File: config.mk
export PLATFORM = sky130hd
export DESIGN_NAME = sync_filter_edge_flat
export DESIGN_NICKNAME = d
export VERILOG_FILES = /design/src/rtl/sync_filter_edge_if.sv /design/src/rtl/sync_filter_edge.sv /design/src/flat_wrapper.sv
export SDC_FILE = /design/constraint.sdc
export NUM_CORES = 1
export LEC_CHECK = 0
export BUFFER_PORTS_ARGS = -buffer_cell sky130_fd_sc_hd__buf_2
export CORE_AREA = 2 2 39 41
export CTS_CLUSTER_DIAMETER = 200
export DETAILED_ROUTE_END_ITERATION = 8
export DIE_AREA = 0 0 41 43
export GPL_TIMING_DRIVEN = 1
export MAX_ROUTING_LAYER = met4
export PLACE_DENSITY_LB_ADDON = 0.05
export SYNTH_ARGS = -nofsm -noshare
export SYNTH_HDL_FRONTEND = slang
export SYNTH_SLANG_ARGS = --single-unit
File: constraint.sdc
create_clock -name clk -period 1.1 [get_ports clk]
set_input_delay 0.33 -clock clk [delete_from_list [all_inputs] [get_ports clk]]
set_output_delay 0.33 -clock clk [all_outputs]
set_load 0.02 [all_outputs]
File: src/rtl/sync_filter_edge_if.sv
// Channel bundle for sync_filter_edge: raw inputs plus synchronised, filtered and edge outputs.
// The event flag signals exist only when SYNC_EDGE_FLAG_EN is defined.
interface sync_filter_edge_if #(
    parameter int WIDTH = 2
);
    logic [WIDTH-1:0] sig_in;
    logic [WIDTH-1:0] sig_sync;
    logic [WIDTH-1:0] sig_filt;
    logic [WIDTH-1:0] rise;
    logic [WIDTH-1:0] fall;
`ifdef SYNC_EDGE_FLAG_EN
    logic [WIDTH-1:0] evt_clr;
    logic [WIDTH-1:0] rise_flag;
    logic [WIDTH-1:0] fall_flag;

    modport master (
        output sig_in, evt_clr,
        input  sig_sync, sig_filt, rise, fall, rise_flag, fall_flag
    );
    modport slave (
        input  sig_in, evt_clr,
        output sig_sync, sig_filt, rise, fall, rise_flag, fall_flag
    );
`else
    modport master (
        output sig_in,
        input  sig_sync, sig_filt, rise, fall
    );
    modport slave (
        input  sig_in,
        output sig_sync, sig_filt, rise, fall
    );
`endif
endinterface

File: src/rtl/sync_filter_edge.sv
// Multi-channel pad synchroniser: flop chain, stability-counter glitch filter, registered edge pulses.
// Define SYNC_EDGE_FLAG_EN to add sticky rise/fall event flags cleared by evt_clr.
module sync_filter_edge #(
    parameter int               WIDTH    = 2,
    parameter int               STAGES   = 2,
    parameter int               FILT_CYC = 3,
    parameter logic [WIDTH-1:0] RST_VAL  = {WIDTH{1'b1}}
) (
    input  logic               clk,
    input  logic               rst_n,
    sync_filter_edge_if.slave  bus
);
    localparam int SE    = (STAGES < 2) ? 2 : STAGES;
    localparam int CNT_W = (FILT_CYC < 1) ? 1 : $clog2(FILT_CYC + 1);
    localparam logic [CNT_W-1:0] CNT_MAX = CNT_W'(FILT_CYC);

    logic [WIDTH-1:0] sync_vec;
    logic [WIDTH-1:0] filt_vec;
    logic [WIDTH-1:0] rise_vec;
    logic [WIDTH-1:0] fall_vec;
`ifdef SYNC_EDGE_FLAG_EN
    logic [WIDTH-1:0] rise_flag_vec;
    logic [WIDTH-1:0] fall_flag_vec;
`endif

    genvar gi;
    generate
        for (gi = 0; gi < WIDTH; gi++) begin : g_ch
            logic [SE-1:0]    chain_reg;
            logic [CNT_W-1:0] cnt_reg;
            logic             filt_reg;
            logic             rise_reg;
            logic             fall_reg;
            logic             sync_bit;
            logic             accept;

            assign sync_bit = chain_reg[SE-1];
            // A differing level is taken only once it has survived FILT_CYC+1 samples.
            assign accept   = (sync_bit != filt_reg) && (cnt_reg == CNT_MAX);

            always_ff @(posedge clk or negedge rst_n) begin
                if (!rst_n) begin
                    chain_reg <= {SE{RST_VAL[gi]}};
                    cnt_reg   <= '0;
                    filt_reg  <= RST_VAL[gi];
                    rise_reg  <= 1'b0;
                    fall_reg  <= 1'b0;
                end else begin
                    chain_reg <= {chain_reg[SE-2:0], bus.sig_in[gi]};
                    rise_reg  <= accept & sync_bit;
                    fall_reg  <= accept & ~sync_bit;
                    if (sync_bit == filt_reg || accept) begin
                        cnt_reg <= '0;
                    end else begin
                        cnt_reg <= cnt_reg + CNT_W'(1);
                    end
                    if (accept) begin
                        filt_reg <= sync_bit;
                    end
                end
            end

            assign sync_vec[gi] = sync_bit;
            assign filt_vec[gi] = filt_reg;
            assign rise_vec[gi] = rise_reg;
            assign fall_vec[gi] = fall_reg;

`ifdef SYNC_EDGE_FLAG_EN
            logic rise_flag_reg;
            logic fall_flag_reg;

            // A pulse arriving in the same cycle as a clear keeps the flag set.
            always_ff @(posedge clk or negedge rst_n) begin
                if (!rst_n) begin
                    rise_flag_reg <= 1'b0;
                    fall_flag_reg <= 1'b0;
                end else begin
                    rise_flag_reg <= rise_reg | (rise_flag_reg & ~bus.evt_clr[gi]);
                    fall_flag_reg <= fall_reg | (fall_flag_reg & ~bus.evt_clr[gi]);
                end
            end

            assign rise_flag_vec[gi] = rise_flag_reg;
            assign fall_flag_vec[gi] = fall_flag_reg;
`endif
        end
    endgenerate

    assign bus.sig_sync = sync_vec;
    assign bus.sig_filt = filt_vec;
    assign bus.rise     = rise_vec;
    assign bus.fall     = fall_vec;
`ifdef SYNC_EDGE_FLAG_EN
    assign bus.rise_flag = rise_flag_vec;
    assign bus.fall_flag = fall_flag_vec;
`endif
endmodule

File: src/flat_wrapper.sv
// flat-port wrapper written by rule: the top's interface ports become plain ports
module sync_filter_edge_flat 
#(
    parameter int               WIDTH    = 2,
    parameter int               STAGES   = 2,
    parameter int               FILT_CYC = 3,
    parameter logic [WIDTH-1:0] RST_VAL  = {WIDTH{1'b1}}
)
  (clk, rst_n, bus_sig_in, bus_sig_sync, bus_sig_filt, bus_rise, bus_fall);
  sync_filter_edge_if #(.WIDTH(WIDTH)) bus_i ();
  input  logic clk;
  input  logic rst_n;
  input wire logic [$bits(bus_i.sig_in)-1:0] bus_sig_in;
  output wire logic [$bits(bus_i.sig_sync)-1:0] bus_sig_sync;
  output wire logic [$bits(bus_i.sig_filt)-1:0] bus_sig_filt;
  output wire logic [$bits(bus_i.rise)-1:0] bus_rise;
  output wire logic [$bits(bus_i.fall)-1:0] bus_fall;
  assign bus_i.sig_in = bus_sig_in;
  assign bus_sig_sync = bus_i.sig_sync;
  assign bus_sig_filt = bus_i.sig_filt;
  assign bus_rise = bus_i.rise;
  assign bus_fall = bus_i.fall;
  sync_filter_edge #(.WIDTH(WIDTH), .STAGES(STAGES), .FILT_CYC(FILT_CYC), .RST_VAL(RST_VAL)) u_core (.clk(clk), .rst_n(rst_n), .bus(bus_i));
endmodule
# Word-level counts from Yosys, hierarchy flattened
# Cells that the tools add are included.
dict set report op_classes {
  add_sub_neg 2
  eq_ne 6
  n_mux 2
  bitwise 6
  n_reduce_logical 4
}
# operator n
set ops {}
lappend ops {{adder 2 x 1 -> 2 bit, second input constant} 2}
lappend ops {{AND 1 bit} 4}
lappend ops {{equality test 2 bit, second input constant} 2}
lappend ops {{two-way mux 2 bit} 2}
lappend ops {{equality test 1 bit} 2}
lappend ops {{logical AND 1 bit} 2}
lappend ops {{logical OR 1 bit} 2}
lappend ops {{!= test 1 bit} 2}
lappend ops {{inverter 1 bit} 2}
dict set report totals {
  regBits 14
  inputBits 4
  out_inout_bits 8
  word_cells 30
}

# Depth between registers and ports, before layout
# Gate-level depths: netlist of the first run.
dict set report depth {
  word_depth 4
  mapped_depth 3
  ltp_nobuf 3
}

# Worst setup path before layout of the first run
# No wires, ideal clock.
dict set report synth_timing {
  path_type {flip-flop to output port}
  from {register u_core.g_ch[0].chain_reg[1]}
  to {output port bus_sig_sync[0]}
  arrival_time_ps 667
  t_required_ps 770
  path_slack_ps 103
  stages_incl_launch_ff 2
  path_buffers 1
  cell_sequence {dfstp_2 buf_4}
}
# element line
set synth_rtl {}
lappend synth_rtl {{start: declaration} sync_filter_edge.sv:29} ;# logic [SE-1:0] chain_reg;
lappend synth_rtl {{start signal: assignment} sync_filter_edge.sv:43} ;# chain_reg <= {SE{RST_VAL[gi]}};
lappend synth_rtl {{start signal: assignment} sync_filter_edge.sv:49} ;# chain_reg <= {chain_reg[SE-2:0], bus.sig_in[gi]};
lappend synth_rtl {{end: declaration} flat_wrapper.sv:14} ;# output wire logic [$bits(bus_i.sig_sync)-1:0] bus_sig_sync;
# No word-level cell between the ends.

# Worst setup path after layout of the first run
dict set report layout_timing {
  from {register u_core.g_ch[0].chain_reg[1]}
  to {output port bus_sig_sync[0]}
}
# No word-level cell between the ends.

==> impl_metrics.json, run 1 <==
{
  "worst-path-buf-inv": 1,
  "synthXorXnorAreaFrac_pct": 3.226,
  "cp_slowest_stage_delay_ps": 550,
  "yosys.area.top_type": "dfrtp_1",
  "vias_per_cell": 4.328,
  "insertion_delay_ps": 270,
  "drv_cap": 0,
  "regToRegStartpoint": "u_core.g_ch[1].filt_reg$_DFFE_PN1P_",
  "drt-wirelength-per-cell_um": 11.01,
  "grtUsageTotal_pct": 11.37,
  "slowest_stage": "dfstp_2",
  "grt_pass1_vias": 302,
  "seq_area_frac_synth_pct": 65.90,
  "met1_usage_pct": 13.15,
  "ys.warnings.count": 0,
  "grt_util_met3_pct": 3.141,
  "grt.overflow.total": 0,
  "nFillCells": 132,
  "cts_buffer_depth": 2,
  "tightest_slew_ps": 284.0,
  "power_density_nw_per_um2": 2159,
  "finalNetCount": 59,
  "fin_crit_sh_pct": 114.5,
  "critPathLaunchType": "register",
  "grt_pass1_wl_mm": 1.228,
  "cts-root-buf": "clkbuf_4",
  "worstSetupEndpoint": "bus_sig_sync[0]",
  "layout_common_cells": "8 x buf_6, 8 x dfrtp_1, 6 x dfstp_2, 4 x buf_4",
  "crit_path_start": "u_core.g_ch[0].chain_reg[1]$_DFF_PN1_",
  "skew_ps": 0.7077,
  "setup_ws_ps": -159.2,
  "hold_ws_ps": 148.6,
  "cp-end-kind": "primary output",
  "drc": 0,
  "synth_cell_types": 12,
  "leakagePower_nw": 0.3207,
  "reg2reg_to": "u_core.g_ch[1].fall_reg$_DFF_PN0_",
  "outcome": "complete, but fails checks",
  "grtUsageMet2_pct": 15.31,
  "cts_sinks": 14,
  "io_buffers": 11,
  "synth-simple-area-share_pct": 11.98,
  "synthCells": 40,
  "ios": 12,
  "area_growth_pct": 23.50,
  "place.gp.congestion": 0.6669,
  "core_um2": 1384,
  "cts_tree": "done",
  "worst-path-stages": 1,
  "synth_nets": 46,
  "ir_drop_mv": 0.8103,
  "htreeDepth": 1,
  "vias": 290,
  "die_y_um": 43,
  "synth_compound_area_share_pct": 1.843,
  "hold_class": "primary input to register",
  "worstSetupPathType": "register to primary output",
  "rsz0062_at_grt": "yes",
  "slew_violations": 0,
  "synth_top_area_share_pct": 36.87,
  "synth_mux_area_share_pct": 0,
  "arrival_ps": 930,
  "period_needed_ps": 1259,
  "grt_max_degree": 15,
  "diodes": 0,
  "clock.fmax_mhz": 794.1,
  "fp.dieW_um": 41,
  "cp_cell_sequence": "buf_6",
  "hold_violations": 0,
  "synth_area_um2": 543.0,
  "numCtsBuffers": 3,
  "ant_nets": 0,
  "dieArea_um2": 1763,
  "utilization_pct": 48.46,
  "grt_busiest_layer": "met2",
  "violations": "setup timing",
  "crit_fanout": 2,
  "ys_ff_latch": 14,
  "syn_avg_cell_area_um2": 13.58,
  "path_delay_family": "flip-flops",
  "start_util_pct": 39.24,
  "drive_above_1_share_pct": 50.98,
  "synth_adder_area_share_pct": 4.608,
  "slew_headroom_pct": 81.07,
  "required_ps": 770,
  "rows": 14,
  "hpwl_um": 512.4,
  "synth_top_family_by_area": "buffers and inverters",
  "clkTransAtPathRegs_ps": 80,
  "drt_wl_total_um": 738,
  "antenna_found_initial": 0,
  "rr_worst_depth": 3,
  "drtIter0Drc": 0,
  "reg2reg_setup_slack_ps": 80,
  "drt_pass1_iterations": 1,
  "netlist_top_cells_area": "dfrtp_1 37%, dfstp_2 29%, buf_4 11%, ha_1 4.6%, nor3b_2 4.6%",
  "finalSetupViolCount": 6
}
[routing by layer]
metal / up-vias / share of wire [%]
li1: 144 / -
met1: 138 / 41
met2: 8 / 53
met3: 0 / 6.6
met4: 0 / 0
met5: - / 0
[logic make-up after synthesis]
group	Yosys count
simple gates	10
compound gates	2
fa+ha+maj	2
buf+inv	10
flops	14
xor+xnor	2
[final cells by class]
class | instances | area, um^2 | share of cell area (%)
clock buffers | 3 | 22.52 | 3.358
multi-input cells | 16 | 117.6 | 17.54
flip-flops and latches | 14 | 357.8 | 53.36
repair buffers | 16 | 145.1 | 21.64
inverters | 2 | 7.507 | 1.119
well taps | 16 | 20.02 | 2.985
[synth_stat cells]
cell	number
buf_4	8
dfrtp_1	8
dfstp_2	6
ha_1	2
inv_1	2
nand2_1	2
nor2_1	2
nor3_1	2
nor3b_1	2
nor3b_2	2
o21ai_0	2
xnor2_1	2
[where the power goes]
| group | switching [mW] | leakage (nW) | internal [mW] |
|---|---|---|---|
| logic | 0.222 | 0.137 | 0.246 |
| clock network | 0.143 | 0.0138 | 0.126 |
| registers | 0.0592 | 0.170 | 0.652 |
[how the worst min path moves through the flow]
stage | from | to | slack [ps] | cells after the start
after floorplan | rst_n | u_core.g_ch[0].cnt_reg[0]$_DFF_PN0_ | 30 | 0
after global placement | rst_n | u_core.g_ch[1].cnt_reg[0]$_DFF_PN0_ | 220 | 1
after detailed placement | rst_n | u_core.g_ch[1].cnt_reg[0]$_DFF_PN0_ | 230 | 1
after CTS | bus_sig_in[0] | u_core.g_ch[0].chain_reg[0]$_DFF_PN1_ | 140 | 1
after global routing | bus_sig_in[0] | u_core.g_ch[0].chain_reg[0]$_DFF_PN1_ | 140 | 1
final | bus_sig_in[0] | u_core.g_ch[0].chain_reg[0]$_DFF_PN1_ | 150 | 1
[what timing repair did]
| action | in CTS | in global routing |
|---|---|---|
| pin swaps | 0 | 0 |
| hold endpoints to repair | 8 | 0 |
| endpoints found under the setup margin | 8 | 8 |
| resized for setup | 16 | 0 |
| buffers inserted | 4 | 0 |
| hold buffers | 1 | 0 |
[per-stage QoR]
step	TNS (ps)	cells	setup WS (ps)	power (mW)	cell area, um^2
after global routing	-861.0	67	-193.6	1.556	670.6
after global placement	0	59	71.55	1.043	558.0
after floorplan	0	40	102.7	1.025	543.0
final	-631.3	67	-159.2	1.448	670.6
after detailed placement	0	59	56.88	1.079	558.0
after CTS	-700.7	67	-169.7	1.470	670.6
Note: power is estimated with default switching activity, not from simulation.
==> run 2, diff against run 1 <==
--- a/config.mk
+++ b/config.mk
@@ -14,4 +14,5 @@
 export MAX_ROUTING_LAYER = met4
 export PLACE_DENSITY_LB_ADDON = 0.05
+export SLEW_MARGIN = 20
 export SYNTH_ARGS = -nofsm -noshare
 export SYNTH_HDL_FRONTEND = slang
==> constraint.sdc (replaced) <==
create_clock -name clk -period 1.1 [get_ports clk]
set_input_delay 0.165 -clock clk [delete_from_list [all_inputs] [get_ports clk]]
set_output_delay 0.165 -clock clk [all_outputs]
set_load 0.02 [all_outputs]
==> impl_metrics.json, run 2 (synthesized netlist as in run 1, its figures left out) <==
{
  "outcome": "completed",
  "grt_max_degree": 15,
  "place.gp.congestion": 0.6732,
  "rows": 14,
  "hpwl_um": 486.2,
  "vias": 304,
  "drive_above_1_share_pct": 49.06,
  "reg2reg_setup_slack_ps": 90,
  "ir_drop_mv": 0.8194,
  "path_delay_family": "flip-flops",
  "clock.fmax_mhz": 914.4,
  "layout_common_cells": "8 x dfrtp_1, 7 x buf_2, 6 x dfstp_2, 4 x buf_6, 4 x buf_4",
  "period_needed_ps": 1094,
  "skew_ps": 0.5550,
  "io_buffers": 11,
  "hold_class": "primary input to asynchronous set/reset pin",
  "grt_pass1_wl_mm": 1.173,
  "grt.overflow.total": 0,
  "worstSetupPathType": "register to primary output",
  "fin_crit_sh_pct": 99.42,
  "drt-wirelength-per-cell_um": 10.52,
  "drtIter0Drc": 7,
  "slew_headroom_pct": 80.24,
  "setup_ws_ps": 6.376,
  "dpl_worst_slack_ps": 155.5,
  "tightest_slew_ps": 296.4,
  "drv_cap": 0,
  "power_density_nw_per_um2": 2170,
  "diodes": 0,
  "cp-end-kind": "primary output",
  "antenna_found_initial": 0,
  "drt_wl_total_um": 726,
  "reg2reg_to": "u_core.g_ch[0].cnt_reg[0]$_DFF_PN0_",
  "grt_pass1_vias": 306,
  "cp_cell_sequence": "buf_6",
  "utilization_pct": 48.10,
  "ios": 12,
  "layout_commonest_cell": "dfrtp_1",
  "clkTransAtPathRegs_ps": 80,
  "leakagePower_nw": 0.3267,
  "cts_buffer_depth": 2,
  "required_ps": 940,
  "worst-path-stages": 1,
  "finalSetupViolCount": 0,
  "grtUsageTotal_pct": 10.85,
  "numCtsBuffers": 3,
  "cp_slowest_stage_delay_ps": 540,
  "drt_pass1_iterations": 4,
  "arrival_ps": 930,
  "cts-root-buf": "clkbuf_4",
  "hold_violations": 0,
  "rsz0062_at_grt": "yes",
  "critPathLaunchType": "register",
  "area_growth_pct": 22.58,
  "ant_nets": 0,
  "worstSetupEndpoint": "bus_sig_sync[0]",
  "fp.dieW_um": 41,
  "cts_sinks": 14,
  "vias_per_cell": 4.406,
  "rr_worst_depth": 3,
  "core_um2": 1384,
  "start_util_pct": 39.24,
  "slew_violations": 0,
  "dieArea_um2": 1763,
  "htreeDepth": 1,
  "insertion_delay_ps": 270,
  "crit_fanout": 2,
  "crit_path_start": "u_core.g_ch[0].chain_reg[1]$_DFF_PN1_",
  "finalNetCount": 61,
  "regToRegStartpoint": "u_core.g_ch[0].chain_reg[1]$_DFF_PN1_",
  "worst-path-buf-inv": 1,
  "die_y_um": 43,
  "cts_tree": "done",
  "slowest_stage": "dfstp_2",
  "drc": 0
}
[run 2: cell count changes in the layout (fill, tap and decap cells not counted)]
cell           delta
buf_2             +4
buf_6             -4
dlygate4sd3_1     +2
[run 2: layer usage]
| metal | part of all wire (%) | wire length (um) | GRT usage [%] | vias up |
|---|---|---|---|---|
| met2 | 50 | 360 | 14.06 | 12 |
| met5 | 0 | 0 | - | - |
| li1 | - | - | - | 149 |
| met1 | 42 | 302 | 12.85 | 141 |
| met3 | 7.7 | 56 | 3.141 | 2 |
| met4 | 0.83 | 6 | 10.00 | 0 |
[run 2: worst min path at each step]
stage / slack (ps) / depth (start not counted) / endpoint
after floorplan: -130 / 0 / u_core.g_ch[0].cnt_reg[0]$_DFF_PN0_
after CTS: 300 / 2 / u_core.g_ch[0].fall_reg$_DFF_PN0_
after detailed placement: 70 / 1 / u_core.g_ch[1].fall_reg$_DFF_PN0_
after global placement: 60 / 1 / u_core.g_ch[1].cnt_reg[0]$_DFF_PN0_
final: 300 / 2 / u_core.g_ch[0].fall_reg$_DFF_PN0_
after global routing: 340 / 2 / u_core.g_ch[0].fall_reg$_DFF_PN0_
[run 2: final cells by class]
class,instances,area [um^2]
multi-input cells,16,117.6
fillers,122,718.2
flip-flops and latches,14,357.8
clock buffers,3,22.52
well taps,16,20.02
repair buffers,18,140.1
inverters,2,7.507
[run 2: what timing repair did]
action,in CTS,in global routing
endpoints found under the setup margin,4,4
endpoints found under the hold margin,10,0
hold buffers,3,0
buffers inserted,4,0
resized for setup,8,0
[run 2: through the flow]
step           hold slack, ps  power, mW  instance area [um^2]  std cells  TNS (ps)
2_1_floorplan          -130.6      1.025                 543.0         40         0
3_3_place_gp            57.45      1.041                 558.0         59         0
3_5_place_dp            69.69      1.078                 558.0         59         0
4_1_cts                 300.4      1.459                 665.6         69    -4.558
5_1_grt                 339.2      1.531                 665.6         69    -92.74
6_report                298.6      1.444                 665.6         69         0
[run 2: power breakdown]
group          switching (mW)  internal, mW
sequential             0.0565         0.651
combinational           0.222         0.242
clock                   0.146         0.127
total                   0.425          1.02
